<file path="src/rtl/fix_lut_seq_acc.sv">
// Time-multiplexed fixed-point LUT accumulator.
// Each accepted control vector is summed as sum_j (sel[j] ? +fact[j] : -fact[j])
// by evaluating luts_per_cycle LUT segments per pass over P passes. The sum is
// kept at full width and saturated to the signed n_int.n_mant format on the
// last pass. Ready/valid handshakes are used on both sides.
module fix_lut_seq_acc #(
  parameter int size           = 24,
  parameter int lut_size       = 4,
  parameter int luts_per_cycle = 2,
  parameter int n_int          = 8,
  parameter int n_mant         = 23,
  parameter logic signed [size-1:0][n_int+n_mant:0] fact = '0
) (
  input  logic                    clk,
  input  logic                    rst,
  input  logic                    in_valid,
  output logic                    in_ready,
  input  logic [size-1:0]         sel,
  output logic                    out_valid,
  input  logic                    out_ready,
  output logic [n_int+n_mant:0]   result,
  output logic                    sat
);

  localparam int NSEG = (size + lut_size - 1) / lut_size;
  localparam int P    = (NSEG + luts_per_cycle - 1) / luts_per_cycle;
  localparam int N    = n_int + n_mant + 1;
  localparam int W    = (size == 1) ? N : N + $clog2(size);
  localparam int NPAD = P * luts_per_cycle;
  localparam int CW   = (P > 1) ? $clog2(P) : 1;

  typedef enum logic [1:0] {
    S_IDLE,
    S_ACCUM,
    S_OUTPUT
  } state_t;

  state_t               state_q, state_d;
  logic [CW-1:0]        cnt_q, cnt_d;
  logic signed [W-1:0]  acc_q, acc_d;
  logic [size-1:0]      sel_q, sel_d;
  logic [N-1:0]         result_q, result_d;
  logic                 sat_q, sat_d;

  logic signed [W-1:0]  seg_val [NPAD];
  logic signed [W-1:0]  pass_sum;
  logic signed [W-1:0]  total;
  logic                 fits;
  logic [N-1:0]         clip_val;
  logic                 accept;

  // One LUT entry: signed sum of the segment's coefficients, each added when
  // its control bit in idx is 1 and subtracted when 0. Exact in W bits.
  function automatic logic signed [W-1:0] lut_entry(input int base, input int ws, input int idx);
    logic signed [W-1:0] sum;
    logic signed [N-1:0] f;
    logic signed [W-1:0] fw;
    sum = '0;
    for (int j = 0; j < ws; j++) begin
      f  = fact[base + j];
      fw = f;
      if (((idx >> j) & 1) != 0) begin
        sum = sum + fw;
      end else begin
        sum = sum - fw;
      end
    end
    return sum;
  endfunction

  genvar gi, ei;

  // Segment LUTs, addressed by the captured control vector. Segments past the
  // last real one are padding so every pass reads luts_per_cycle values.
  generate
    for (gi = 0; gi < NPAD; gi++) begin : g_seg
      if (gi < NSEG) begin : g_live
        localparam int BASE = gi * lut_size;
        localparam int WS   = ((size - BASE) < lut_size) ? (size - BASE) : lut_size;
        logic signed [W-1:0] lut [2**WS];
        for (ei = 0; ei < 2**WS; ei++) begin : g_ent
          assign lut[ei] = lut_entry(BASE, WS, ei);
        end
        assign seg_val[gi] = lut[sel_q[BASE +: WS]];
      end else begin : g_pad
        assign seg_val[gi] = '0;
      end
    end
  endgenerate

  // Sum of the segments belonging to the current pass.
  always_comb begin
    pass_sum = '0;
    for (int k = 0; k < P; k++) begin
      if (cnt_q == CW'(k)) begin
        for (int g = 0; g < luts_per_cycle; g++) begin
          pass_sum = pass_sum + seg_val[k * luts_per_cycle + g];
        end
      end
    end
  end

  // Running total and saturation test: the value fits in N bits when all
  // bits from the N-bit sign position upward agree.
  always_comb begin
    total    = acc_q + pass_sum;
    fits     = (&total[W-1:N-1]) | ~(|total[W-1:N-1]);
    clip_val = total[W-1] ? {1'b1, {(N-1){1'b0}}} : {1'b0, {(N-1){1'b1}}};
  end

  assign in_ready  = ~rst & ((state_q == S_IDLE) | ((state_q == S_OUTPUT) & out_ready));
  assign out_valid = (state_q == S_OUTPUT);
  assign result    = result_q;
  assign sat       = sat_q;
  assign accept    = in_valid & in_ready;

  // Next-state and datapath updates for the accept / accumulate / output cycle.
  always_comb begin
    state_d  = state_q;
    cnt_d    = cnt_q;
    acc_d    = acc_q;
    sel_d    = sel_q;
    result_d = result_q;
    sat_d    = sat_q;
    case (state_q)
      S_IDLE: begin
        if (accept) begin
          sel_d   = sel;
          acc_d   = '0;
          cnt_d   = '0;
          state_d = S_ACCUM;
        end
      end
      S_ACCUM: begin
        if (cnt_q == CW'(P - 1)) begin
          result_d = fits ? total[N-1:0] : clip_val;
          sat_d    = ~fits;
          state_d  = S_OUTPUT;
        end else begin
          acc_d = total;
          cnt_d = cnt_q + CW'(1);
        end
      end
      S_OUTPUT: begin
        if (out_ready) begin
          if (in_valid) begin
            sel_d   = sel;
            acc_d   = '0;
            cnt_d   = '0;
            state_d = S_ACCUM;
          end else begin
            state_d = S_IDLE;
          end
        end
      end
      default: begin
        state_d = S_IDLE;
      end
    endcase
  end

  // State registers; reset discards any sample in flight.
  always_ff @(posedge clk) begin
    if (rst) begin
      state_q  <= S_IDLE;
      cnt_q    <= '0;
      acc_q    <= '0;
      sel_q    <= '0;
      result_q <= '0;
      sat_q    <= 1'b0;
    end else begin
      state_q  <= state_d;
      cnt_q    <= cnt_d;
      acc_q    <= acc_d;
      sel_q    <= sel_d;
      result_q <= result_d;
      sat_q    <= sat_d;
    end
  end

endmodule
</file>
<file path="config.mk">
export PLATFORM = sky130hd
export DESIGN_NAME = fix_lut_seq_acc
export DESIGN_NICKNAME = d
export VERILOG_FILES = /design/src/rtl/fix_lut_seq_acc.sv
export SDC_FILE = /design/constraint.sdc
export NUM_CORES = 1
export LEC_CHECK = 0
export ABC_AREA = 0
export BUFFER_PORTS_ARGS = -buffer_cell sky130_fd_sc_hd__buf_2
export CORE_MARGIN = 2
export CORE_UTILIZATION = 29
export CTS_CLUSTER_SIZE = 25
export DETAILED_ROUTE_END_ITERATION = 8
export GPL_ROUTABILITY_DRIVEN = 0
export GPL_TIMING_DRIVEN = 0
export PLACE_DENSITY = 0.77
export SLEW_MARGIN = 20
export SYNTH_ARGS = -nofsm -noshare
export SYNTH_HDL_FRONTEND = slang
export SYNTH_SLANG_ARGS = --single-unit
export TNS_END_PERCENT = 50
</file>
<file path="constraint.sdc">
create_clock -name clk -period 1.5 [get_ports clk]
set_input_delay 0.075 -clock clk [delete_from_list [all_inputs] [get_ports clk]]
set_output_delay 0.075 -clock clk [all_outputs]
set_load 0.05 [all_outputs]
</file>
==> results of run 1 <==
[worst max path at each step]
| stage | to | slack, ns | depth (start not counted) |
|---|---|---|---|
| after detailed placement | cnt_q[1] | 0.14 | 4 |
| final | cnt_q[1] | 0.14 | 4 |
| after floorplan | cnt_q[1] | 0.20 | 4 |
| after CTS | cnt_q[1] | 0.14 | 4 |
| after global routing | cnt_q[0] | 0.06 | 5 |
| after global placement | cnt_q[1] | 0.17 | 4 |
[sequential cells by signal, indices dropped and copies added (netlist names)]
register	count
state_q	2
cnt_q	2
[logic make-up (layout without fill, tap and decap cells)]
kind of cell	Yosys count	count (layout)	synth area share
compound gates	6	6	0.0992
fa+ha+maj	1	1	0.0275
buf+inv	36	44	0.570
flops	4	4	0.176
other cells	1	33	0.00826
simple gates	8	8	0.118
[where the power goes]
part | leakage (nW) | switching [mW] | total, mW | internal, mW
Combinational | 0.360 | 0.213 | 0.287 | 0.0748
Sequential | 0.0326 | 0.00455 | 0.116 | 0.112
Clock | 0.0138 | 0.0396 | 0.129 | 0.0892
[worst max-delay path, cell delays in order (launching register included)]
cell     delay (ns)
dfxtp_1        0.34
inv_1          0.05
ha_1           0.21
or3b_4         0.41
a41o_1         0.24
[through the flow]
stage | total power, mW | std cells
6_report | 0.533 | 112
5_1_grt | 0.564 | 112
4_1_cts | 0.539 | 112
3_3_place_gp | 0.401 | 109
2_1_floorplan | 0.391 | 88
3_5_place_dp | 0.403 | 109
[routing by layer]
metal | vias up | track usage | wire, um
met4 | 0 | 0.0182 | 0
met2 | 21 | 0.112 | 271
met5 | - | 0 | 0
li1 | 198 | - | -
met3 | 0 | 0.0625 | 108
met1 | 131 | 0.0684 | 237
[layout by cell type, fill, tap and decap left out, types with 2 or more instances in the layout]
cell type and instances:
conb_1 33, dfxtp_1 4, buf_4 33, nor3_2 2, buf_2 5, clkbuf_4 3, inv_1 3, nand2b_1 2
a21oi_1 2
[layout make-up]
cell class / instances / area (um2)
timing repair buffer: 5 / 25.0
buffer: 33 / 248
tap: 16 / 20.0
clock buffer: 3 / 22.5
multi-input combinational: 48 / 240
inverter: 3 / 11.3
sequential: 4 / 80.1
fill: 155 / 842
==> results.md, run 1 <==
* 1st-iter DRT viols at 4
* Max-cap violations at 0
* GR Util All Layers at 0.0706
* # resized after CTS at 0
* Layout cells sized above 1 at 0.458
* Largest net degree at the start of global routing at 8
* Fmax at 735 MHz
* Ys async rst share at 0
* Clock Tree Root: clkbuf_4
* Worst Reg2Reg Path Length in Cells at 4
* Leakage at 0.406 nW
* Top FF cell, synth: dfxtp_1
* Initial antenna violation count at 0
* Reg clk slew, reported paths at ~0.040 ns
* Status: complete, no violations
* Area growth syn-to-layout at 42.4%
* # H-tree levels at 1
* PortBufs at 5
* Worst min path class: primary input to flip-flop
* Wire per inst at 5.50 um
* Crit end category: flip-flop
* FF-to-FF setup slack at 0.14 ns
* # Post-CTS Setup Buffers at 0
* Fin crit share at 0.907
* Synth Cell Area at 454 um2
* Max Slew Vio Count at 0
* Synth Register Bits at 4
* N_diodes at 0
* Post-synth top area share at 0.545
* Worst Setup Start Kind: flip-flop
* Most frequent cell after synthesis: buf_4
* Dpl cell area at 624 um2
* CP arrival at 1.48 ns
* Worst-Skew Late Latency at 0.23 ns
* Core ar. at 1490 um2
* Clock buffer count from CTS at 3
* Synth area leader: buf_4
* Worst ir drop on vdd at 0.000383 V
* End of the worst register-to-register path: cnt_q[1]
* Starting Density at 0.305
* GRT overflow at 0
* Clock Path Buffers at 2
* WL final at 616 um
* Register area share after synthesis at 0.176
* Vias in the first global route at approximately 250
* Worst R2R Start: cnt_q[0]
* Die H at 43.6 um
* Hold Crit Depth at 2
* Hold Path Sink: state_q[0]
* Post-layout min period at 1.36 ns
* First-pass detailed-route iteration total at 4
* Die X at around 44 um
* Top cells by area, synth: buf_4 (55%), dfxtp_1 (18%), ha_1 (2.8%)
* Hold WS at 0.116 ns
* Final Hold Fails at 0
* Final instance area at 647 um2
* Most instantiated cells after synthesis: buf_4 (33), dfxtp_1 (4), inv_1 (3), a21oi_1 (2), nand2b_1 (2)
* HP Start: rst
* Cell Pwr Density at approximately 820 nW/um2
* Setup ws final at 0.139 ns
* Dpl ws at 0.142 ns
* Post-DP HPWL at 572 um
* Post-synthesis cell count at 56
* Worst clock skew at 0.00166 ns
* Post-synth EDFFs at 0
* Number of setup violations in the final report at 0
* Row count at 14
* Sink Count at 4
* Synth Area per Inst at 8.11 um2
* CTS tree: yes
* Setup TNS at 0 ns
* CP max FO at 5
* Hold_buf cts at 0
* Worst Setup SP: cnt_q[0]
* # DRC at 0
* Vias per inst at 3.13
* First-pass GRT wire length at 959 um
* YS warnings at 0
* Number of distinct library cells after synthesis at 17
* Via Count at 350
* Remaining antenna violation count at 0
* I/O pins at 63
* CP required at 1.62 ns
* Die area at between 1500 and 2000 um2
* Kind of critical path: flip-flop to flip-flop
* Nets at 127
* Utilization after layout at 0.434
* RSZ-0062 raised after global routing: false
No activity file was read; power rests on OpenSTA's default activity.
==> run 2: changes to the inputs <==
Settings changed: ABC_AREA 0 to 1, CORE_UTILIZATION 29 to 31, PLACE_DENSITY 0.77 to 0.78, REMOVE_ABC_BUFFERS from default to 1.
==> run 2 against run 1 <==
Effect of this change: hold slack got worse by 0.071 ns; clock power grew 3%; first-iteration DRC count rose by 25%; register-to-register slack improved by 0.29 ns; die area up 1.6%; flip-flop and latch count did not move; wire length decreased by 0.16%; non-clock buffer count fell by 33; largest cell class is now multi-input gates.
==> results.md, run 2 <==
* Status: complete, no violations
* First-pass GRT wire length at 959 um
* Number of setup violations in the final report at 0
* Clock buffer count from CTS at 3
* Vias per inst at 3.44
* Most common cell after layout, fill and taps aside: conb_1
* CTS tree: yes
* Vias in the first global route at around 270
* # Post-CTS Setup Buffers at 0
* GRT overflow at 0
* Max Slew Vio Count at 0
* I/O pins at 63
* PortBufs at 5
* Fmax at 839 MHz
* Worst Setup Start Kind: flip-flop
* Initial antenna violation count at 0
* Commonest non-fill, non-tap cells in the layout: conb_1 (33), nand2_1 (10), inv_1 (5), nor2_1 (5), buf_2 (5)
* Most frequent cell after synthesis: buf_4
* Core ar. at 1510 um2
* Ys async rst share at 0
* Final Hold Fails at 0
* Kind of critical path: flip-flop to output port
* GR Util All Layers at 0.0694
* Fin crit share at 0.794
* Die area at 1930 um2
* Via Count at 327
* Top cells by area, synth: buf_4 (50%), dfxtp_1 (16%), nand2_1 (7.6%)
* Sink Count at 4
* Synth Area per Inst at between 6 and 7 um2
* Row count at 14
* Wire per inst at 6.47 um
* YS warnings at 0
* Post-synth top area share at 0.501
* Layout cells sized above 1 at 0.165
* Post-synth EDFFs at 0
* Remaining antenna violation count at 0
* Top FF cell, synth: dfxtp_1
* Utilization after layout at 0.288
* Final instance area at between 400 and 500 um2
* Leakage at roughly 0.26 nW
* CP max stage delay at 0.42 ns
* N_diodes at 0
* CP max FO at 4
* Post-layout min period at ~1.2 ns
* Hold WS at approximately 0.046 ns
* CP arrival at 1.12 ns
* Number of distinct library cells after synthesis at 14
* # resized after CTS at 0
* Die H at 43.9 um
* Synth Cell Area at between 400 and 500 um2
* Worst min path class: primary input to flip-flop
* # H-tree levels at 1
* Most instantiated cells after synthesis: buf_4 (33), nand2_1 (10), inv_1 (5), nor2_1 (5)
* Worst-Skew Late Latency at 0.23 ns
* Cell Pwr Density at 1190 nW/um2
* First-pass detailed-route iteration total at 2
* Worst clock skew at ~0.0017 ns
* Largest registers: cnt_q: 2 flops, state_q: 2 flops
* Dpl cell area at 412 um2
* Tot Pwr at 0.517 mW
* Post-synthesis cell count at 72
* Area growth syn-to-layout at -12.2%
* Synth Register Bits at 4
* Synth area leader: buf_4
* Nets at 110
* RSZ-0062 raised after global routing: false
* Setup TNS at 0 ns
* Clock Tree Root: clkbuf_4
* Slowest CP cell: dfxtp_1
* Post-DP HPWL at 556 um
* WL final at 615 um
* Fillers at 169
* 1st-iter DRT viols at 5
* # DRC at 0
* Hold_buf cts at 0
* Worst ir drop on vdd at 0.000534 V
* Register area share after synthesis at 0.162
* CP required at ~1.4 ns
* Clock Path Buffers at 2
* Cell Chain, Critical Path: inv_2 > nor2_1 > buf_2
* Starting Density at 0.328
* Crit end category: output port
* Largest net degree at the start of global routing at 6
* Die X at 43.9 um
* Reg clk slew, reported paths at 0.04 ns
* Max-cap violations at 0
## run 2: changes by cell type after synthesis, sizes merged, moves of 2 or more
cell | previous run | this run
nand2 | 0 | 11
nand2b | 2 | 0
nand3 | 1 | 3
nor3 | 2 | 0
a21oi | 2 | 4
nor2 | 1 | 6
inv | 3 | 7
## run 2: kinds of logic after synthesis
family / synth area share
and+or+nand+nor: 0.192
AOI/OAI and AO/OA: 0.0582
adders and majority gates: 0.0253
DFF: 0.162
buffers and inverters: 0.554
other: 0.00759
## run 2: routing by layer
layer / global-route usage / wire (um) / vias up
met5: 0 / 0 / -
met4: 0.0727 / 2 / 0
met3: 0.0125 / 65 / 2
met2: 0.124 / 341 / 23
met1: 0.0623 / 206 / 135
li1: - / - / 167
## run 2: cell type report
cell class / instances / area (um2) / share of cell area
Multi-Input combinational cell: 60 / 260 / 0.599
Sequential cell: 4 / 80.1 / 0.184
Inverter: 7 / 26.3 / 0.0605
Timing Repair Buffer: 5 / 25.0 / 0.0576
Clock buffer: 3 / 22.5 / 0.0519
Tap cell: 16 / 20.0 / 0.0461
## run 2: worst paths after layout
check	startpoint	end	cells past startpoint	slack (ns)
setup / recovery	state_q[1]	out_valid	3	0.31
hold / removal	rst	state_q[0]	2	0.05
setup reg to reg	cnt_q[0]	cnt_q[0]	8	0.43
hold reg to reg	cnt_q[0]	cnt_q[0]	2	0.48
## run 2: power breakdown
part	total, mW	switching, mW	leakage (nW)	internal, mW
clock	0.133	0.0433	0.0138	0.0894
combinational	0.261	0.233	0.211	0.0285
sequential	0.123	0.00638	0.0328	0.117
## run 2: worst max-delay path: cells and delay by family (launching register included)
family / cells / cell delay (ns)
flops: 1 / 0.42
buf+inv: 2 / 0.34
simple gates: 1 / 0.12
## run 2: metrics by stage
step                worst slack, ns  std cells
global placement              0.448         92
CTS                           0.305         95
floorplan                    0.0705         71
global route                  0.231         95
finish                        0.309         95
detailed placement            0.429         92
==> run 3: changes to the inputs <==
Clock period 1.5 ns to 1.1 ns, I/O delays scaled along.
==> run 3 against run 2 <==
Effect of this change: design area grew 13%; clock power up 35%; wire length up 7.0%; non-clock buffer count did not move; hold slack got worse by 0.014 ns; via count is 1.2% higher; register-to-register slack got worse by 0.35 ns; worst setup slack got worse by 0.25 ns; sequential power rose by 41%; sequential share of layout area decreased by 0.80 points; critical endpoint is now in_ready.
==> results.md, run 3 (synthesized netlist as in run 2, its figures left out) <==
* Highest metal used: met3
* Core ar. at 1510 um2
* Largest net degree at the start of global routing at 6
* Vias in the first global route at 267
* Vias per inst at 3.48
* CTS tree: yes
* Worst Setup Start Kind: flip-flop
* WL met2 at 368 um
* Crit end category: output port
* Worst ir drop on vdd at between 0.0007 and 0.0008 V
* Reg clk slew, reported paths at ~0.04 ns
* Utilization after layout at 0.325
* Number of setup violations in the final report at 0
* Routed wl met3 at 64 um
* Cell Chain, Critical Path: nor2_2 > and2_1 > buf_6
* Clock buffer count from CTS at 3
* Post-DP HPWL at around 560 um
* I/O pins at 63
* WL final at 658 um
* CP max FO at 4
* Die X at roughly 44 um
* RSZ-0062 raised after global routing: false
* # DRC at 0
* Layout cells sized above 1 at 0.329
* Setup ws final at 0.0618 ns
* Worst min path class: primary input to flip-flop
* Slowest CP cell: dfxtp_2
* Most common cell after layout, fill and taps aside: conb_1
* Hold_buf cts at 0
* Row count at 14
* First-pass detailed-route iteration total at 1
* Worst-Skew Late Latency at 0.23 ns
* Final instance area at 489 um2
* Via Count at ~330
* Largest registers: cnt_q: 2 flops, state_q: 2 flops
* Dpl cell area at 412 um2
* CP max stage delay at 0.33 ns
* Starting Density at 0.328
* Nets at 110
* Clock Tree Root: clkbuf_4
* Area growth syn-to-layout at -1.01%
* Clock Path Buffers at 2
* # H-tree levels at 1
* Tot Pwr at between 0.7 and 0.8 mW
* Sink Count at 4
* Fin crit share at 0.944
* Status: complete, no violations
* Worst clock skew at about 0.0015 ns
* Post-layout min period at 1.04 ns
* Fmax at 963 MHz
* Remaining antenna violation count at 0
* CP required at 1.04 ns
* Max-cap violations at 0
* Die area at 1930 um2
* GRT overflow at 0
* Met1 Routed Length at between 200 and 250 um
* First-pass GRT wire length at 972 um
* Die H at 43.9 um
* Dpl ws at a little under 0.03 ns
* Initial antenna violation count at 0
* 1st-iter DRT viols at 0
* N_diodes at 0
* Wire per inst at about 6.9 um
* Kind of critical path: flip-flop to output port
* Cell Pwr Density at about 1500 nW/um2
* CP arrival at 0.98 ns
* Commonest non-fill, non-tap cells in the layout: conb_1 (33), nand2_1 (7), inv_2 (4), nor2_1 (4)
* Leakage at 0.268 nW
* Max Slew Vio Count at 0
* PortBufs at 5
* GR Util All Layers at 0.0703
* Final Hold Fails at 0
==> run 3: cell counts in the layout (fill, tap and decap cells not counted) <==
No cell type changed its count.
==> run 3: where the power goes <==
group | leakage (nW) | switching [mW] | total, mW | internal (mW)
sequential | 0.0343 | 0.0141 | 0.174 | 0.160
clock | 0.0138 | 0.0572 | 0.179 | 0.122
combinational | 0.219 | 0.334 | 0.393 | 0.0585
total | 0.268 | 0.406 | 0.746 | 0.340
==> run 3: final cells by class <==
cell class,count,area (um2)
Inverter,7,26.3
Multi-Input combinational cell,60,300
Timing Repair Buffer,5,33.8
Tap cell,16,20.0
Fill cell,162,1020
Sequential cell,4,86.3
Clock buffer,3,22.5
==> run 3: what timing repair did <==
action	in CTS	in global routing
cloned	0	0
buffers inserted	0	0
endpoints found under the setup margin	2	5
pin swaps	0	3
gates resized for setup	4	15
==> run 3: layer usage <==
metal  up-vias  track usage
met1       143       0.0623
met4         0       0.0727
met3         0       0.0125
met2        21        0.126
met5         -            0
li1        167            -
==> run 3: worst max-delay path: cells and delay by family (launching register included) <==
kind	cells	cell delay (ns)
flip-flops	1	0.33
AND/OR/NAND/NOR	2	0.27
buffers and inverters	1	0.16
==> run 3: path summary, 6_finish.rpt <==
kind / start / end / slack, ns / cells past startpoint
max: state_q[0] / in_ready / 0.06 / 3
min: rst / state_q[0] / 0.03 / 2
max reg2reg: cnt_q[0] / cnt_q[0] / 0.08 / 8
min reg2reg: cnt_q[0] / cnt_q[0] / 0.48 / 2
==> run 3: through the flow <==
| step | hold slack [ns] | setup TNS [ns] | cells |
|---|---|---|---|
| 6_report | 0.0317 | 0 | 95 |
| 5_1_grt | 0.0357 | 0 | 95 |
| 4_1_cts | 0.0177 | 0 | 95 |
| 3_5_place_dp | 0.266 | 0 | 92 |
| 3_3_place_gp | 0.266 | 0 | 92 |
| 2_1_floorplan | 0.124 | -0.413 | 71 |
